### src/rtl/pong_referee.sv
// -----------------------------------------------------------------------------
// pong_referee
// Referee for a two-player Pong game. It watches the ball's X position for
// edge crossings, decides hit or miss against the defending paddle, keeps
// score, pauses play between points, and declares a winner.
//
// Ports:
//   CLOCK_50   in   single system clock
//   Resetn     in   synchronous active-low reset
//   X          in   ball left X coordinate (8 bits)
//   Y          in   ball top Y coordinate (7 bits)
//   Y1         in   left paddle top Y (player 1)
//   Y2         in   right paddle top Y (player 2)
//   new_game   in   clears scores and restarts play
//   miss1      out  one-cycle pulse, player 1 missed
//   miss2      out  one-cycle pulse, player 2 missed
//   score1     out  player 1 points
//   score2     out  player 2 points
//   serve      out  one-cycle pulse requesting a ball re-serve
//   game_over  out  level, match decided
//   winner     out  0 = player 1, 1 = player 2 (valid with game_over)
//   hit1/hit2  out  one-cycle paddle hit pulses (only with PADDLE_HIT_EN)
//
// Optional feature macro: PADDLE_HIT_EN adds the hit1/hit2 outputs.
// -----------------------------------------------------------------------------
module pong_referee #(
    parameter int XSCREEN    = 160,
    parameter int PADDLE_LEN = 25,
    parameter int BALL_SIZE  = 5,
    parameter int SCORE_W    = 4,
    parameter int WIN_SCORE  = 9,
    parameter int HOLD_CYC   = 50000000
) (
    input  logic               CLOCK_50,
    input  logic               Resetn,
    input  logic [7:0]         X,
    input  logic [6:0]         Y,
    input  logic [6:0]         Y1,
    input  logic [6:0]         Y2,
    input  logic               new_game,
    output logic               miss1,
    output logic               miss2,
    output logic [SCORE_W-1:0] score1,
    output logic [SCORE_W-1:0] score2,
    output logic               serve,
    output logic               game_over,
    output logic               winner
`ifdef PADDLE_HIT_EN
    ,
    output logic               hit1,
    output logic               hit2
`endif
);

    localparam logic [7:0]         X_RIGHT   = 8'(XSCREEN);
    localparam logic [7:0]         PAD_LEN   = 8'(PADDLE_LEN);
    localparam logic [7:0]         BALL_H    = 8'(BALL_SIZE);
    localparam logic [SCORE_W-1:0] WIN       = SCORE_W'(WIN_SCORE);
    localparam logic [SCORE_W-1:0] SCORE_ONE = SCORE_W'(1);
    localparam logic [31:0]        HOLD_LOAD = 32'(HOLD_CYC - 1);

    typedef enum logic [1:0] {
        PLAY  = 2'd0,
        POINT = 2'd1,
        OVER  = 2'd2
    } state_t;

    state_t state, state_next;

    logic [7:0]         x_prev;
    logic [31:0]        count, count_next;
    logic [SCORE_W-1:0] score1_next, score2_next;
    logic [SCORE_W-1:0] score1_inc, score2_inc;
    logic               miss1_next, miss2_next, serve_next;
    logic               game_over_next, winner_next;
    logic               left_evt, right_evt;
    logic               ovl1, ovl2;
    logic               left_miss, right_miss;
`ifdef PADDLE_HIT_EN
    logic               hit1_next, hit2_next;
`endif

    // Edge events fire only on arrival, so a ball parked on an edge counts
    // once. A coincident right event (XSCREEN==0) is dropped in favour of left.
    assign left_evt  = (X == 8'd0) && (x_prev != 8'd0);
    assign right_evt = (X == X_RIGHT) && (x_prev != X_RIGHT) && !left_evt;

    // 8-bit unsigned overlap: Y <= 127 and paddle/ball sizes keep sums in range.
    assign ovl1 = (({1'b0, Y} + BALL_H) > {1'b0, Y1}) && ({1'b0, Y} < ({1'b0, Y1} + PAD_LEN));
    assign ovl2 = (({1'b0, Y} + BALL_H) > {1'b0, Y2}) && ({1'b0, Y} < ({1'b0, Y2} + PAD_LEN));

    assign left_miss  = left_evt && !ovl1;
    assign right_miss = right_evt && !ovl2;

    assign score1_inc = score1 + SCORE_ONE;
    assign score2_inc = score2 + SCORE_ONE;

    // State register plus the registered outputs and datapath.
    always_ff @(posedge CLOCK_50) begin
        if (!Resetn) begin
            state     <= PLAY;
            x_prev    <= 8'd0;
            count     <= 32'd0;
            score1    <= '0;
            score2    <= '0;
            miss1     <= 1'b0;
            miss2     <= 1'b0;
            serve     <= 1'b0;
            game_over <= 1'b0;
            winner    <= 1'b0;
`ifdef PADDLE_HIT_EN
            hit1      <= 1'b0;
            hit2      <= 1'b0;
`endif
        end else begin
            state     <= state_next;
            x_prev    <= X;
            count     <= count_next;
            score1    <= score1_next;
            score2    <= score2_next;
            miss1     <= miss1_next;
            miss2     <= miss2_next;
            serve     <= serve_next;
            game_over <= game_over_next;
            winner    <= winner_next;
`ifdef PADDLE_HIT_EN
            hit1      <= hit1_next;
            hit2      <= hit2_next;
`endif
        end
    end

    // Next-state logic. A winning miss goes straight to OVER and skips the
    // pause; new_game overrides everything else.
    always_comb begin
        state_next = state;
        case (state)
            PLAY: begin
                if (left_miss) begin
                    state_next = (score2_inc == WIN) ? OVER : POINT;
                end else if (right_miss) begin
                    state_next = (score1_inc == WIN) ? OVER : POINT;
                end
            end
            POINT: begin
                if (count == 32'd0) begin
                    state_next = PLAY;
                end
            end
            OVER: begin
                state_next = OVER;
            end
            default: begin
                state_next = PLAY;
            end
        endcase
        if (new_game) begin
            state_next = PLAY;
        end
    end

    // Output / datapath logic. Pulses default low so each lasts one cycle.
    always_comb begin
        score1_next    = score1;
        score2_next    = score2;
        count_next     = count;
        miss1_next     = 1'b0;
        miss2_next     = 1'b0;
        serve_next     = 1'b0;
        game_over_next = game_over;
        winner_next    = winner;
`ifdef PADDLE_HIT_EN
        hit1_next      = 1'b0;
        hit2_next      = 1'b0;
`endif
        case (state)
            PLAY: begin
                if (left_miss) begin
                    miss1_next  = 1'b1;
                    score2_next = score2_inc;
                    if (score2_inc == WIN) begin
                        game_over_next = 1'b1;
                        winner_next    = 1'b1;
                    end else begin
                        count_next = HOLD_LOAD;
                    end
                end else if (right_miss) begin
                    miss2_next  = 1'b1;
                    score1_next = score1_inc;
                    if (score1_inc == WIN) begin
                        game_over_next = 1'b1;
                        winner_next    = 1'b0;
                    end else begin
                        count_next = HOLD_LOAD;
                    end
                end
`ifdef PADDLE_HIT_EN
                hit1_next = left_evt && ovl1;
                hit2_next = right_evt && ovl2;
`endif
            end
            POINT: begin
                if (count == 32'd0) begin
                    serve_next = 1'b1;
                end else begin
                    count_next = count - 32'd1;
                end
            end
            default: begin
            end
        endcase
        if (new_game) begin
            score1_next    = '0;
            score2_next    = '0;
            count_next     = 32'd0;
            miss1_next     = 1'b0;
            miss2_next     = 1'b0;
            serve_next     = 1'b0;
            game_over_next = 1'b0;
            winner_next    = 1'b0;
`ifdef PADDLE_HIT_EN
            hit1_next      = 1'b0;
            hit2_next      = 1'b0;
`endif
        end
    end

endmodule

### config.mk
export PLATFORM = sky130hd
export DESIGN_NAME = pong_referee
export DESIGN_NICKNAME = d
export VERILOG_FILES = /design/src/rtl/pong_referee.sv
export SDC_FILE = /design/constraint.sdc
export NUM_CORES = 1
export LEC_CHECK = 0
export ABC_AREA = 1
export ABC_CLOCK_PERIOD_IN_PS = 2700
export CORE_ASPECT_RATIO = 1.4
export CORE_MARGIN = 2
export CORE_UTILIZATION = 58
export DETAILED_ROUTE_END_ITERATION = 10
export PLACE_DENSITY = 0.9
export SLEW_MARGIN = 10
export SYNTH_ARGS = -nofsm -noshare
export SYNTH_HDL_FRONTEND = slang
export SYNTH_SLANG_ARGS = --single-unit
### constraint.sdc
create_clock -name CLOCK_50 -period 2.7 [get_ports CLOCK_50]
set_clock_uncertainty 0.05 [all_clocks]
set_input_delay 0.27 -clock CLOCK_50 [delete_from_list [all_inputs] [get_ports CLOCK_50]]
set_output_delay 0.27 -clock CLOCK_50 [all_outputs]
set_load 0.05 [all_outputs]
Word level (Yosys, flattened, before mapping). Index checks and enable logic that the tools add are counted.

Add/subtract/negate cells: 6. Order comparisons: 4. Reduce and logical (&&, ||, !) cells: 26. Equal/unequal tests: 12. Divide/modulo/power cells: 0. Shift-type cells: 0. Bitwise operators: 4. Multipliers: 0. Mux-type cells: 22.

Operators with widths (number): 2-to-1 mux 32 bit (5); one-hot mux 32 bit (2 select lines) (1); zero test 32 bit (1); subtractor 32 x 1 -> 32 bit, second input constant (1); adder 7 x 5 -> 8 bit, second input constant (2); greater-than comparator 8 x 7 -> 1 bit (2); less-than comparator 7 x 8 -> 1 bit (2); 2-to-1 mux 1 bit (10); 2-to-1 mux 2 bit (5); inequality test 3 bit, second input constant (3); adder 4 x 1 -> 4 bit, second input constant (2); adder 7 x 3 -> 8 bit, second input constant (1); equality test 4 bit, second input constant (2); equality test 8 bit, second input constant (1); zero test 8 bit (1); inequality test 8 bit, second input constant (1); nonzero test 8 bit (1); logical AND 1 bit (7); one-hot mux 2 bit (3 select lines) (1); nonzero test 2 bit (3); OR reduction 3 bit (2); AND reduction 5 bit (1); inequality test 2 bit, second input constant (2); NOT 1 bit (4); 10 further kinds (13).

Bits of input ports: 32. Logic and storage cells: 84. Bits in registers: 55. RAM bits: 0. Memories: 0. Bits in read-only memories: 0. Bits in latches: 0.

Depth between registers and ports, before layout.
Depth after elaboration: 8. Depth in mapped cells: 20.

Worst setup path after synthesis. Ideal clock, no wire load.

Path kind: input -> register. From: input Y[0]. To: register count[15]. Required time: 2.586 ns. Buffers on the path: 1. Stages on the path: 20. Library setup time: 0.064 ns. Setup slack: 0.213 ns. Data arrival time: 2.373 ns. Cells stage by stage: ha_1 -> o21ai_0 -> nor2_1 -> nand2_1 -> xnor2_1 -> ha_1 -> nand3_1 -> inv_1 -> nand2_1 -> nand2_1 -> nand2_1 -> nand2_1 -> nand2_1 -> nand2_2 -> nand3_4 -> inv_2 -> nor2_4 -> buf_6 -> nor2_1 -> nor2_1.

Cells in the longest elaborated chain, start to end: 7.

RTL lines: from (decl) (RTL line 37) `input logic [6:0] Y,`; adder 7 x 3 -> 8 bit (RTL line 89, 90); greater-than comparator 8 x 7 -> 1 bit (on tied branches) (RTL line 89, 90); logical AND 1 bit (on tied branches) (RTL line 89, 90); zero test 1 bit (on tied branches) (RTL line 92, 93); logical AND 1 bit (on tied branches) (RTL line 92, 93); inequality test 3 bit (no line) / 2-to-1 mux 32 bit (equally long branches); AND reduction 5 bit (no line) / one-hot mux 32 bit (2 select lines) (equally long branches); to (signal assigned) (RTL line 118) `count <= count_next;`; to (decl) (RTL line 71) `logic [31:0] count, count_next;`.

Parallel ways exist; a longest one is shown, timed or not. A chain may end at the register's enable or synchronous reset.

Worst setup path after layout.
From: input Y2[3]. To: register count[30].

Cells in the longest elaborated chain, start to end: 7.

RTL lines: from (decl) (RTL line 39) `input logic [6:0] Y2,`; adder 7 x 5 -> 8 bit (RTL line 90) `assign ovl2 = (({1'b0, Y} + BALL_H) > {1'b0, Y2}) && ({1'b0, Y} < ({1'b0, Y2} + PAD_LEN));`; less-than comparator 7 x 8 -> 1 bit (RTL line 90); logical AND 1 bit (*) (RTL line 90); zero test 1 bit (*) (RTL line 93) `assign right_miss = right_evt && !ovl2;`; logical AND 1 bit (*) (RTL line 93); inequality test 3 bit (no line) (*); AND reduction 5 bit (no line) (*).

Mark *: on every way between the ends. The rest lies on a longest branch, timed or not.

==> impl_summary.txt <==
----------------------------------------------------
[Layout]
  Total Nets Final ... 804
  Area delta synth->final ... 28.22%
  Antenna diode instance count ... 0
  Share of layout cells above drive strength 1 ... 0.1601
  Design Area, Final ... between 0.005 and 0.006 sq mm

[Synthesis]
  Cell types with the largest area share after synthesis ... sky130_fd_sc_hd__dfxtp_1 26%, sky130_fd_sc_hd__nand2_1 12%, sky130_fd_sc_hd__nor2_1 11%
  Cell with the most instances after synthesis ... sky130_fd_sc_hd__nand2_1
  Netlist area before placement ... 0.004177 sq mm
  Number of flops mapped to enable cells by yosys ... 0
  Syn Inst Count ... 647
  Top post-synthesis cells by count ... 129 x sky130_fd_sc_hd__nand2_1, 127 x sky130_fd_sc_hd__nor2_1, 78 x sky130_fd_sc_hd__inv_1
  Sequential-to-total area share from yosys stat ... 0.2636
  Synthesized area divided by synthesized cell count ... 6.455 sq um
  Seq cells post-synth ... 55
  Fraction of post-synthesis cell area in the top cell type by area ... 0.2636
  Largest area contributor in the synthesized netlist ... sky130_fd_sc_hd__dfxtp_1
  Fraction of registers with async set/reset ... 0
  Post-synthesis cell type count ... 39
  Warnings, synthesis ... 0
  Prevailing post-synth register cell ... sky130_fd_sc_hd__dfxtp_1
  Post-Syn Nets ... just over 700

[Worst setup path]
  CP max stage delay ... 0.46 ns
  Crit-path slowest cell ... sky130_fd_sc_hd__clkdlybuf4s50_1
  CP Cell Sequence ... clkdlybuf4s50_1 > nor2_2 > nand2_1 > xor2_1 > ha_1 > a21oi_1 > nand3b_1 > nand2_1 > nor2_2 > nand2_1 > nand2_2 > nand3_4 > inv_2 > nor2_4 > buf_12 > buf_16 > nor2_1 > nor2_1
  Required time at the worst-slack endpoint ... 2.88 ns
  CP Max Fanout ... 11
  Library cell appearing most often on the critical path ... sky130_fd_sc_hd__nand2_1
  Worst setup EP type ... register
  Startpoint-to-endpoint class of the critical path ... input port to register
  RR Startpoint ... count[0]
  Worst Reg-to-Reg Cells ... 13
  Arrival time at the worst endpoint ... 2.86 ns
  Minimum setup slack among reg-to-reg paths ... 0.13 ns
  Critical Path Start Type ... input port
  R2r endpoint ... count[30]

[Route]
  Total wirelength of the detailed-routed design ... 12.72 mm
  Avg WL per Cell ... 15.29 um
  Post-route ant nets ... 0
  Number of search-and-repair iterations in the first detailed-routing pass ... 8
  Post-detailed-route via-to-cell ratio ... 5.775
  Initial detailed-routing violation count ... ~220
  DRC violation count after routing ... 0
  Via count ... between 4000 and 5000

[Global route]
  Global route total overflow ... 0
  Via count of the first global-routing pass ... around 4700
  Number of antenna violations at the first check in global routing ... 0
  Busiest grt layer ... met2
  Fraction of met2 tracks used by global routing ... 0.5901
  First-pass GRT wire length ... 20.28 mm
  Met1 global-route usage ... 0.3255
  Met3 track demand over resource ... 0.05814
  Largest net degree at the start of global routing ... slightly above 40
  Overall Global Routing Usage ... 0.3212

[Clocking]
  Clk Latency, worst-skew pair ... 0.33 ns
  TritonCTS clock tree ... done
  CTS Hold Buffers Added ... 0
  Clock buffers created by TritonCTS ... 5
  Sinks on Clock Net ... 55
  CTS root buffer ... sky130_fd_sc_hd__clkbuf_8
  # H-tree levels ... 2
  Maximum clock path buffer count ... 2
  Clock transition at the register clock pins on the worst setup and hold paths after CTS ... 0.10 ns

[Min path]
  Startpoint of the lowest-slack hold path ... game_over
  Path category of the worst min-delay check ... register to register
  WHS Path Cells ... 2
  Worst hold path endpoint ... game_over

[STA]
  Worst-case hold slack ... around 0.42 ns
  Slew at the pin closest to its max-slew limit ... between 0.6 and 0.7 ns
  Highest attainable clock frequency ... 372.2 MHz
  Clock period minus final worst setup slack ... around 2.7 ns
  Final setup violating endpoints ... 0
  Final worst-path cycle share ... 0.9950
  Total negative slack for setup checks ... 0 ns
  Final hold vios ... 0
  Relative slew slack ... 0.5562
  Final number of max-transition violations ... 0

[Place]
  Post-DP HPWL ... 8.355 mm
  Weighted congestion at the end of routability-driven global placement ... 0.9496
  Port buffer count ... 44
  Post-Place Cell Area ... roughly 0.005 sq mm

[Die]
  Initial core utilization ... 0.5982
  Boundary Pins ... 45
  Site Rows ... 36
  Width of the die ... 75.72 um
  Core ar. ... 0.006982 sq mm
  Die Outline Area ... 0.007906 sq mm
  Die Height ... 104.4 um

[Power and ir drop]
  Power Density ... around 330 mW/mm^2
  Leakage power of the design ... 2.598 nW
  Largest vdd supply drop ... approximately 440 uV
  Overall power consumption ... 0.001742 W

[Outcome]
  Outcome ... completed

[Run]
  Maxcap violations ... 0

----------------------------------------------------
## cells in the final DEF, fill, tap and decap left out, drive strengths merged, types with 31 or more instances in the layout
cell             n
ha              36
nand3           43
a21oi           40
nand4           34
dfxtp           55
nor2           133
nand2          132
clkdlybuf4s50   31
inv             79
buf             53
## how the worst max path moves through the flow
stage | end | cells after the start | start | slack [ns]
final | count[30] | 18 | Y2[3] | 0.01
after floorplan | count[15] | 20 | Y[0] | 0.21
after global routing | count[30] | 17 | Y2[3] | -0.08
after global placement | count[7] | 20 | Y[2] | -0.38
after detailed placement | count[24] | 18 | Y[2] | -0.49
after CTS | count[24] | 17 | Y1[2] | 0.01
## where the power goes
group | leakage (nW) | internal (W) | total [W] | switching (W)
combinational | 2.11 | 0.000204 | 0.000444 | 0.000240
clock | 0.0412 | 0.000182 | 0.000474 | 0.000292
sequential | 0.445 | 0.000819 | 0.000823 | 0.00000444
## metrics by stage
stage / setup slack (ns) / std cells / util
3_5_place_dp: -0.4908 / 814 / 0.7183
4_1_cts: 0.01163 / 829 / 0.7554
3_3_place_gp: -0.3826 / 814 / 0.7183
5_1_grt: -0.08138 / 832 / 0.7670
6_report: 0.01345 / 832 / 0.7670
2_1_floorplan: 0.2128 / 647 / -
## sequential cells by signal (all words and copies together), names as in the netlist
signal / cells
count: 32
game_over: 1
miss1: 1
miss2: 1
score1: 4
score2: 4
serve: 1
state: 2
winner: 1
x_prev: 8
## area by class of cell
cell class	count	area, sq um
multi-input cells	497	2798
fillers	463	1627
flip-flops and latches	55	1101
repair buffers	97	952.2
inverters	80	300.3
well taps	95	118.9
clock buffers	6	72.57
clock inverters	2	12.51
## per-layer routing
layer	wire length, um	vias up
met5	0	-
met4	585	0
met3	757	72
met2	6854	219
met1	4526	2229
li1	-	2285
## timing repair
item                                   4_1_cts  5_1_grt
buffers inserted                             5        3
gates resized for setup                     27       34
endpoints found under the hold margin        0        0
setup endpoints to repair                   37       43
cloned                                       2        0
pin swaps                                    4       15
## cells by family (layout without fill, tap and decap cells)
family | after synthesis | count (layout) | share of synthesized area
compound gates | 77 | 77 | 0.1025
xor+xnor | 18 | 18 | 0.03775
fa+ha+maj | 36 | 36 | 0.1078
buf+inv | 95 | 185 | 0.09197
flops | 55 | 55 | 0.2636
simple gates | 366 | 366 | 0.3963
## critical path, delay by kind of cell
kind	cells	cell delay (ns)
compound gates	1	0.12
xor+xnor	1	0.23
fa+ha+maj	1	0.29
buf+inv	4	0.82
simple gates	11	1.13
Note: power is estimated with default switching activity, not from simulation.
